### src/rtl/keypad_pkg.sv
`default_nettype none
// +----------------------------------------------------------------------+
// | keypad_pkg                                                           |
// | Shared types and constants for the 4x4 keypad scan controller.       |
// | Revision: 1.0                                                        |
// +----------------------------------------------------------------------+
package keypad_pkg;

  typedef enum logic [1:0] {
    SCAN     = 2'd0,
    DEBOUNCE = 2'd1,
    PRESSED  = 2'd2,
    RELEASE  = 2'd3
  } kp_state_t;

  localparam logic [3:0] KPC_FIRST = 4'b0111;
  localparam logic [3:0] KPR_IDLE  = 4'b1111;

  // Walk the active-low column: 0111 -> 1011 -> 1101 -> 1110 -> 0111.
  function automatic logic [3:0] kpc_next(input logic [3:0] kpc);
    return {kpc[0], kpc[3:1]};
  endfunction

endpackage
`default_nettype wire

### src/rtl/kpdecode.sv
`default_nettype none
// +----------------------------------------------------------------------+
// | kpdecode                                                             |
// | Maps an active-low column/row pair to a hex key code.                |
// | Revision: 1.0                                                        |
// +----------------------------------------------------------------------+
module kpdecode (
  input  logic [3:0] kpc,
  input  logic [3:0] kpr_s,
  output logic       kphit,
  output logic [3:0] num
);

  always_comb begin
    kphit = 1'b1;
    num   = 4'h0;
    case ({kpr_s, kpc})
      {4'b0111, 4'b0111}: num = 4'h1;
      {4'b0111, 4'b1011}: num = 4'h2;
      {4'b0111, 4'b1101}: num = 4'h3;
      {4'b0111, 4'b1110}: num = 4'hA;
      {4'b1011, 4'b0111}: num = 4'h4;
      {4'b1011, 4'b1011}: num = 4'h5;
      {4'b1011, 4'b1101}: num = 4'h6;
      {4'b1011, 4'b1110}: num = 4'hB;
      {4'b1101, 4'b0111}: num = 4'h7;
      {4'b1101, 4'b1011}: num = 4'h8;
      {4'b1101, 4'b1101}: num = 4'h9;
      {4'b1101, 4'b1110}: num = 4'hC;
      {4'b1110, 4'b0111}: num = 4'hE;
      {4'b1110, 4'b1011}: num = 4'h0;
      {4'b1110, 4'b1101}: num = 4'hF;
      {4'b1110, 4'b1110}: num = 4'hD;
      default:            kphit = 1'b0;
    endcase
  end

endmodule
`default_nettype wire

### src/rtl/keypad_scan_ctrl.sv
`default_nettype none
// +----------------------------------------------------------------------+
// | keypad_scan_ctrl                                                     |
// | Column scan, row debounce and single-entry key event register.       |
// | Revision: 1.0                                                        |
// +----------------------------------------------------------------------+
module keypad_scan_ctrl
  import keypad_pkg::*;
#(
  parameter int unsigned SETTLE_CYCLES   = 50,
  parameter int unsigned DEBOUNCE_CYCLES = 50000
) (
  input  logic       clk,
  input  logic       reset,
  input  logic [3:0] kpr,
  output logic [3:0] kpc,
  output logic       key_valid,
  output logic [3:0] key_num,
  input  logic       key_ready,
  output logic       key_held,
  output logic       overrun
);

  localparam int SET_W = $clog2(SETTLE_CYCLES + 1);
  localparam int DEB_W = $clog2(DEBOUNCE_CYCLES + 1);
  localparam logic [SET_W-1:0] SET_LAST = SET_W'(SETTLE_CYCLES - 1);
  localparam logic [DEB_W-1:0] DEB_LAST = DEB_W'(DEBOUNCE_CYCLES - 1);

  kp_state_t        state_q, state_d;
  logic [3:0]       sync1_q, kpr_s_q;
  logic [3:0]       kpc_q, kpc_d;
  logic [SET_W-1:0] set_cnt_q, set_cnt_d;
  logic [DEB_W-1:0] deb_cnt_q, deb_cnt_d;
  logic [3:0]       cap_row_q, cap_row_d;
  logic [3:0]       cap_num_q, cap_num_d;
  logic             valid_q, valid_d;
  logic [3:0]       num_q, num_d;
  logic             held_q, held_d;
  logic             overrun_q, overrun_d;
  logic             post;
  logic             dec_hit;
  logic [3:0]       dec_num;

  kpdecode u_kpdecode (
    .kpc   (kpc_q),
    .kpr_s (kpr_s_q),
    .kphit (dec_hit),
    .num   (dec_num)
  );

  always_ff @(posedge clk or posedge reset) begin
    if (reset) begin
      sync1_q   <= KPR_IDLE;
      kpr_s_q   <= KPR_IDLE;
      state_q   <= SCAN;
      kpc_q     <= KPC_FIRST;
      set_cnt_q <= '0;
      deb_cnt_q <= '0;
      cap_row_q <= KPR_IDLE;
      cap_num_q <= 4'h0;
      valid_q   <= 1'b0;
      num_q     <= 4'h0;
      held_q    <= 1'b0;
      overrun_q <= 1'b0;
    end else begin
      sync1_q   <= kpr;
      kpr_s_q   <= sync1_q;
      state_q   <= state_d;
      kpc_q     <= kpc_d;
      set_cnt_q <= set_cnt_d;
      deb_cnt_q <= deb_cnt_d;
      cap_row_q <= cap_row_d;
      cap_num_q <= cap_num_d;
      valid_q   <= valid_d;
      num_q     <= num_d;
      held_q    <= held_d;
      overrun_q <= overrun_d;
    end
  end

  always_comb begin
    state_d   = state_q;
    kpc_d     = kpc_q;
    set_cnt_d = set_cnt_q;
    deb_cnt_d = deb_cnt_q;
    cap_row_d = cap_row_q;
    cap_num_d = cap_num_q;
    held_d    = held_q;
    post      = 1'b0;

    case (state_q)
      SCAN: begin
        if (set_cnt_q == SET_LAST) begin
          set_cnt_d = '0;
          if (dec_hit) begin
            cap_row_d = kpr_s_q;
            cap_num_d = dec_num;
            deb_cnt_d = '0;
            state_d   = DEBOUNCE;
          end else begin
            kpc_d = kpc_next(kpc_q);
          end
        end else begin
          set_cnt_d = set_cnt_q + SET_W'(1);
        end
      end
      DEBOUNCE: begin
        if (kpr_s_q != cap_row_q) begin
          state_d   = SCAN;
          kpc_d     = kpc_next(kpc_q);
          set_cnt_d = '0;
          deb_cnt_d = '0;
        end else if (deb_cnt_q == DEB_LAST) begin
          state_d   = PRESSED;
          deb_cnt_d = '0;
          held_d    = 1'b1;
          post      = 1'b1;
        end else begin
          deb_cnt_d = deb_cnt_q + DEB_W'(1);
        end
      end
      PRESSED: begin
        if (kpr_s_q == KPR_IDLE) begin
          state_d   = RELEASE;
          deb_cnt_d = '0;
        end
      end
      RELEASE: begin
        // A row dropping low here is the same key bouncing, not a new press.
        if (kpr_s_q != KPR_IDLE) begin
          state_d   = PRESSED;
          deb_cnt_d = '0;
        end else if (deb_cnt_q == DEB_LAST) begin
          state_d   = SCAN;
          kpc_d     = kpc_next(kpc_q);
          set_cnt_d = '0;
          deb_cnt_d = '0;
          held_d    = 1'b0;
        end else begin
          deb_cnt_d = deb_cnt_q + DEB_W'(1);
        end
      end
      default: begin
        state_d   = SCAN;
        kpc_d     = KPC_FIRST;
        set_cnt_d = '0;
        deb_cnt_d = '0;
        held_d    = 1'b0;
      end
    endcase
  end

  always_comb begin
    valid_d   = valid_q;
    num_d     = num_q;
    overrun_d = 1'b0;
    if (post) begin
      if (valid_q && !key_ready) begin
        overrun_d = 1'b1;
      end else begin
        valid_d = 1'b1;
        num_d   = cap_num_q;
      end
    end else if (valid_q && key_ready) begin
      valid_d = 1'b0;
    end
  end

  assign kpc       = kpc_q;
  assign key_valid = valid_q;
  assign key_num   = num_q;
  assign key_held  = held_q;
  assign overrun   = overrun_q;

endmodule
`default_nettype wire

### config.mk
export PLATFORM = sky130hd
export DESIGN_NAME = keypad_scan_ctrl
export DESIGN_NICKNAME = d
export VERILOG_FILES = /design/src/rtl/keypad_pkg.sv /design/src/rtl/kpdecode.sv /design/src/rtl/keypad_scan_ctrl.sv
export SDC_FILE = /design/constraint.sdc
export NUM_CORES = 1
export LEC_CHECK = 0
export BUFFER_PORTS_ARGS = -buffer_cell sky130_fd_sc_hd__buf_2
export CAP_MARGIN = 10
export CORE_ASPECT_RATIO = 1.75
export CORE_MARGIN = 3
export CORE_UTILIZATION = 63
export CTS_BUF_LIST = sky130_fd_sc_hd__clkbuf_4 sky130_fd_sc_hd__clkbuf_8
export CTS_CLUSTER_SIZE = 30
export DETAILED_ROUTE_END_ITERATION = 7
export GPL_TIMING_DRIVEN = 0
export PLACE_DENSITY = 0.91
export SYNTH_ARGS = -nofsm -noshare
export SYNTH_HDL_FRONTEND = slang
export SYNTH_SLANG_ARGS = --single-unit
### constraint.sdc
create_clock -name clk -period 2.69 [get_ports clk]
set_clock_uncertainty 0.2 [all_clocks]
set_input_delay 0.269 -clock clk [delete_from_list [all_inputs] [get_ports clk]]
set_output_delay 0.269 -clock clk [all_outputs]
set_load 0.005 [all_outputs]
==> results of run 1 <==
==> per-layer routing <==
metal	up-vias	routed length, um	GRT usage, %
met5	-	0	0
met4	0	282	13.07
met3	31	216	4.420
met2	80	3383	46.68
met1	1134	2415	26.94
li1	1043	-	-
==> report_power, final <==
| group | internal (uW) | total (uW) | switching, uW |
|---|---|---|---|
| sequential | 778 | 781 | 3.17 |
| combinational | 22.7 | 62.2 | 39.5 |
| clock | 299 | 547 | 249 |
| total | 1100 | 1390 | 291 |
==> cell type report <==
cell class                      count  area share (%)
Clock inverter                      1          0.9368
Sequential cell                    51           40.40
Multi-Input combinational cell    199           44.77
Tap cell                           49           1.913
Timing Repair Buffer               24           5.699
Clock buffer                        7           2.615
Buffer                             12           2.498
Inverter                           10           1.171
==> registers in the layout, summed over array words and instances (netlist names) <==
name,flops
deb_cnt_q,16
key_valid,1
cap_num_q,4
overrun,1
kpc,4
set_cnt_q,6
key_num,4
cap_row_q,4
state_q,2
sync1_q,4
key_held,1
kpr_s_q,4
==> critical path: stages (launching register included) <==
cell and delay [ns]:
dfstp_2 0.60, buf_4 0.20, nand2_2 0.10, nor4b_4 0.33, nand3_2 0.18, nand4_4 0.18
nor3b_4 0.24, buf_12 0.15, mux2_2 0.33
==> synth_stat cells, drive strengths merged <==
cell / number / area share, %
nand4b: 1 / 0.32
o21ai: 15 / 2.7
o22a: 1 / 0.32
or2: 2 / 0.45
a211oi: 1 / 0.45
nor2: 14 / 1.9
a32o: 1 / 0.36
nor4: 6 / 1.4
xnor2: 10 / 3.2
o221ai: 1 / 0.32
nor3: 2 / 0.36
a2111oi: 2 / 1.1
a22o: 7 / 2.2
ha: 3 / 1.4
mux2: 16 / 6.5
o211ai: 2 / 0.54
o2111ai: 1 / 0.32
and3b: 1 / 0.32
o22ai: 1 / 0.23
or3: 2 / 0.45
nor3b: 3 / 1.2
o41ai: 1 / 0.32
a31oi: 9 / 2.0
and4b: 2 / 0.73
mux2i: 1 / 0.36
and3: 9 / 2.0
a31o: 1 / 0.32
and2: 1 / 0.23
nor4b: 2 / 0.64
nor2b: 2 / 0.45
nand2b: 11 / 2.5
nand2: 24 / 3.4
o31ai: 2 / 0.54
and4: 1 / 0.32
buf: 10 / 2.5
dfstp: 15 / 14
a21oi: 17 / 3.2
xor2: 4 / 1.3
and4bb: 1 / 0.45
nand3: 15 / 2.7
clkbuf: 3 / 0.41
inv: 10 / 1.4
nand4: 4 / 1.1
dfrtp: 36 / 33
==> placed cells by master (no fill, tap or decap), types with 11 or more instances in the layout <==
cell	instances
nand2b_1	11
o21ai_0	14
nand2_1	22
nor2_1	13
mux2_2	16
a21oi_1	15
dfstp_2	15
buf_2	21
nand3_1	14
dfrtp_1	36
==> how the worst max path moves through the flow <==
stage	from	endpoint	slack, ns
2_1_floorplan	kpr_s_q[0]	cap_num_q[0]	0.27
3_3_place_gp	kpr_s_q[0]	cap_num_q[1]	-0.02
3_5_place_dp	kpc[2]	cap_num_q[1]	-0.11
4_1_cts	kpr_s_q[3]	kpc[3]	0.02
5_1_grt	kpc[2]	cap_num_q[1]	-0.005
6_report	kpc[2]	cap_num_q[1]	0.08
==> per-stage QoR <==
stage / power [uW] / cell area, sq um / TNS [ns]
2_1_floorplan: 828.4 / 2758 / 0
3_3_place_gp: 841.3 / 2904 / -0.05399
3_5_place_dp: 849.5 / 2932 / -0.6939
4_1_cts: 1396 / 3118 / 0
5_1_grt: 1435 / 3206 / -0.005881
6_report: 1390 / 3206 / 0
==> cells by family (layout without fill, tap and decap cells) <==
group,count (synthesis),after routing,share of synthesized area [%]
compound gates,62,62,15.02
xor+xnor,14,14,4.446
fa+ha+maj,3,3,1.361
buf+inv,23,54,4.265
flops,51,51,46.96
mux,17,17,6.896
simple gates,103,103,21.05
==> timing repair <==
action,CTS,global route
buffers inserted,1,0
setup endpoints to repair,9,21
pin swaps,0,4
endpoints found under the hold margin,24,0
hold buffers,5,0
resized for setup,1,14
==> results_dict.tcl, run 1 <==
set metrics [dict create \
    status "finished clean" \
    cap_viol_max_count 0 \
    dieArea_sq_um 5238 \
    drt-pass1-iter-count 4 \
    ys_types 51 \
    synthToLayoutAreaGrowth_pct 16.24 \
    crit_type "reg -> reg" \
    ant_nets 0 \
    synth_cells 273 \
    cts_tree "built" \
    final-seq-area_sq_um 1295 \
    max_freq_mhz 382.5 \
    timing_hold_violations_final 0 \
    numCtsBuffers 5 \
    ioPinCount 18 \
    vias 2288 \
    postSynthAreaPerCell_sq_um 10.10 \
    fin_util_pct 76.52 \
    r2r_setup_slack_ns 0.08 \
    place_hpwl_um 4254 \
    clock_sinks 51 \
    n_antenna_cell 0 \
    critPathLaunchType "flip-flop" \
    p_leak_uw 0.001373 \
    max-clock-path-buffers 2 \
    rr_endpoint "cap_num_q[1]" \
    drt-total-wl_um 6298 \
    hp-start "key_ready" \
    drt_iter0_markers 108 \
    nNetsFinal 313 \
    layout.cells.non_filler 353 \
    grt.total_usage_pct 25.33 \
    final-setup-viol-count 0 \
    multi_input_area_sq_um 1435 \
    period_share_pct 97.20 \
    synth.net_count 283 \
    setup_slack_ns 0.07544 \
    gp_congestion 0.8880 \
    globalRouteOverflowTotal 0 \
    hold_path_class "in -> reg" \
    grt_pass1_vias 2317 \
    fin_hold_ws_ns 0.08147 \
    worst_slew_pin_slew_ns 0.5737 \
    min_path_cells 3 \
    core_area_sq_um 4189 \
    r2r_start "kpc[2]" \
    hold-path-endpoint "key_valid" \
    portBuffers 17 \
    fillCellCount 271 \
    cts_max_level 2 \
    dp.cells 340 \
    grt_pass1_wl_um 10410 \
    die_y_um 93.52 \
    seq_area_frac_synth_pct 46.96 \
    drv_slew 0 \
    path_max_fanout 10 \
    vdd_ir_drop_max_mv 0.5129 \
    place_ws_ns -0.1085 \
    clock_latency_ns 0.30 \
    path_clk_slew_ns 0.09 \
    ys_seq_elements 51 \
    p_per_area_nw_per_um2 433.7 \
    fp-row-count 31 \
    cts-root-buf "clkbuf_8" \
    rr_worst_depth 8 \
    start_util_pct 65.83 \
    maxSlewHeadroom_pct 61.70 \
    grt_antenna_before_repair 0 \
    drive_gt1_share_pct 29.61 \
    drc 0 \
    avgViaCountPerCell 6.482 \
    wl_per_cell_um 17.84 \
    cp.required_ns 2.69 \
    grt_start_max_net_pins 27 \
    netlist_area_sq_um 2758 \
    dieWidth_um 56.01 \
    synth_warnings 0 \
    endpoint_kind "flip-flop" \
    min_period_ns 2.615 \
    crit_arrival_ns 2.61 \
]
No activity file was read; power rests on OpenSTA's default activity.
==> inputs of run 2 (changes only) <==
- ABC_AREA: not set -> 1
==> results_dict.tcl, run 2 <==
set metrics [dict create \
    status "finished clean" \
    fillCellCount 370 \
    min_path_cells 4 \
    synth_edf_count 0 \
    period_share_pct 80.44 \
    fin_hold_ws_ns 0.08520 \
    seq_area_frac_synth_pct 41.52 \
    clock_sinks 51 \
    drc 0 \
    synth.most_common_cell "nand2_1" \
    r2r_setup_slack_ns 0.53 \
    clock_latency_ns 0.30 \
    path_clk_slew_ns 0.09 \
    nNetsFinal 439 \
    rr_worst_depth 12 \
    rsz0062_at_grt "false" \
    final-setup-viol-count 0 \
    cts_resized 0 \
    post-synth-top-area-cell "dfrtp_1" \
    critPathLaunchType "flip-flop" \
    p_leak_uw 0.001751 \
    globalRouteOverflowTotal 0 \
    top_regs "deb_cnt_q: 16 flops, set_cnt_q: 6 flops" \
    synth_top_flop_cell "dfrtp_1" \
    max_freq_mhz 462.1 \
    die_y_um 99.09 \
    dieArea_sq_um 5865 \
    cap_viol_max_count 0 \
    grt_start_max_net_pins 29 \
    numCtsBuffers 5 \
    comb_power_share_pct 3.4 \
    intPower_uw 977.3 \
    hold_path_class "in -> reg" \
    final_common_cell "nand2_1" \
    grt_antenna_before_repair 0 \
    max-clock-path-buffers 2 \
    ys_seq_elements 51 \
    grt_pass1_vias 2564 \
    crit_type "reg -> reg" \
    ant_nets 0 \
    worst_slew_pin_slew_ns 0.5206 \
    postSynthAreaPerCell_sq_um 7.818 \
    place_hpwl_um 4578 \
    drt-total-wl_um 6081 \
    ioPinCount 18 \
    drv_slew 0 \
    timing_hold_violations_final 0 \
    grt_pass1_wl_um 10870 \
    largest_register_ffs 16 \
    min_period_ns 2.164 \
    netlist_area_sq_um 3119 \
    switchingPower_uw 289.2 \
    swShare_pct 22.83 \
    crit_arrival_ns 2.17 \
    drt-pass1-iter-count 4 \
    vdd_ir_drop_max_mv 0.3252 \
    fp-row-count 33 \
    core_area_sq_um 4748 \
    path_max_fanout 8 \
    avgViaCountPerCell 5.448 \
    cts-root-buf "clkbuf_8" \
    start_util_pct 65.69 \
    grt.total_usage_pct 23.62 \
    endpoint_kind "flip-flop" \
    drt_iter0_markers 129 \
    rr_endpoint "deb_cnt_q[8]" \
    ys_types 35 \
    synth.net_count 409 \
    n_antenna_cell 0 \
    cts_tree "built" \
    r2r_start "deb_cnt_q[0]" \
    place_ws_ns 0.5755 \
    maxSlewHeadroom_pct 65.24 \
    p_per_area_nw_per_um2 369.5 \
    synth_warnings 0 \
    p_seq_share_pct 61.9 \
    portBuffers 17 \
    power_frac_clock_pct 34.6 \
    cts_max_level 2 \
    setup_slack_ns 0.5261 \
    crit_start "deb_cnt_q[0]" \
    synthToLayoutAreaGrowth_pct 9.868 \
    vias 2626 \
    dieWidth_um 59.19 \
    ys_top_cells_by_count "nand2_1 (108), inv_1 (43), dfrtp_1 (36)" \
    yosysTopAreaCellShare_pct 28.88 \
    synth_cells 399 \
    synthArstFlopShare_pct 100.0 \
    ys_top_cells_by_area "dfrtp_1 (29%), nand2_1 (13%), dfstp_2 (13%)" \
    cp.required_ns 2.69 \
    drive_gt1_share_pct 25.58 \
    setup_tns_ns 0 \
    mostFrequentLayoutCells "nand2_1 (108), inv_1 (42), dfrtp_1 (36)" \
    cts_setup_buffers 0 \
    cp-endpoint "deb_cnt_q[8]" \
    regMostFlops "deb_cnt_q" \
    wl_per_cell_um 12.62 \
    gp_congestion 0.9048 \
]
run 2: cell types whose count changed after synthesis, moves of 8 or more:
| cell | before | now |
|---|---|---|
| nor2_1 | 14 | 31 |
| mux2_2 | 16 | 0 |
| and3_1 | 9 | 0 |
| a21oi_1 | 16 | 4 |
| nand2_1 | 22 | 108 |
| nand3_1 | 15 | 32 |
| nand2_2 | 2 | 26 |
| a31oi_1 | 9 | 0 |
| nand2b_1 | 11 | 0 |
| nor3_1 | 2 | 10 |
| nand4_1 | 3 | 14 |
| inv_1 | 10 | 43 |
| inv_2 | 0 | 9 |
run 2: cell type report:
type / count / area (sq um) / area share [%]
tap: 52 / 65.06 / 1.899
inverter: 53 / 198.9 / 5.805
clock inverter: 3 / 18.77 / 0.5476
multi-input combinational: 292 / 1595 / 46.55
buffer: 3 / 30.03 / 0.8762
timing repair buffer: 23 / 155.1 / 4.527
sequential: 51 / 1295 / 37.79
clock buffer: 5 / 68.82 / 2.008
run 2: cells by family after synthesis:
family | Yosys count | synth area share, %
flops | 51 | 41.52
compound gates | 25 | 4.853
xor+xnor | 13 | 3.650
fa+ha+maj | 3 | 1.203
simple gates | 251 | 41.44
buf+inv | 56 | 7.340
run 2: timing repair:
item                                    4_1_cts  5_1_grt
endpoints found under the setup margin        0        0
hold endpoints to repair                     24        0
hold buffers                                  5        0
run 2: worst min path at each step:
stage               startpoint      endpoint  slack (ns)
floorplan               kpr[0]    sync1_q[0]        0.07
global placement    sync1_q[2]    kpr_s_q[2]        0.15
detailed placement       reset  deb_cnt_q[0]        0.13
CTS                  key_ready       overrun        0.07
global route         key_ready       overrun        0.09
finish               key_ready       overrun        0.09
run 2: metal layers:
layer | GRT usage [%] | vias up | routed length, um
met5 | 0 | - | 0
met4 | 12.04 | 0 | 195
met3 | 3.408 | 20 | 150
met2 | 41.79 | 56 | 3359
met1 | 26.15 | 1222 | 2376
li1 | - | 1328 | -
run 2: power groups by stage:
stage / Sequential [uW] / Clock (uW) / Combinational, uW
final: 784 / 439 / 43.5
after CTS: 784 / 452 / 44.6
after floorplan: 796 / 0 / 24.3
after global routing: 785 / 486 / 49.0
after global placement: 798 / 0 / 34.1
after detailed placement: 798 / 0 / 38.6
run 2: through the flow:
| step | cells | cell area, sq um | utilization (%) | total power, uW |
|---|---|---|---|---|
| after CTS | 482 | 3427 | 72.17 | 1280 |
| after floorplan | 399 | 3119 | - | 820.8 |
| after global placement | 468 | 3269 | 68.85 | 831.8 |
| after global routing | 482 | 3427 | 72.17 | 1320 |
| after detailed placement | 469 | 3289 | 69.28 | 836.9 |
| final | 482 | 3427 | 72.17 | 1266 |
run 2: worst max-delay path, stage by stage (launching register included):
cell and delay [ns]:
dfrtp_1 0.41, ha_1 0.18, nand2_1 0.12, nor2_4 0.15, inv_2 0.07, nor2_2 0.12, nand2_2 0.10, nand2_2 0.12
nor2_1 0.08, nor2_4 0.22, inv_2 0.12, nand3b_1 0.11, nand2_1 0.06
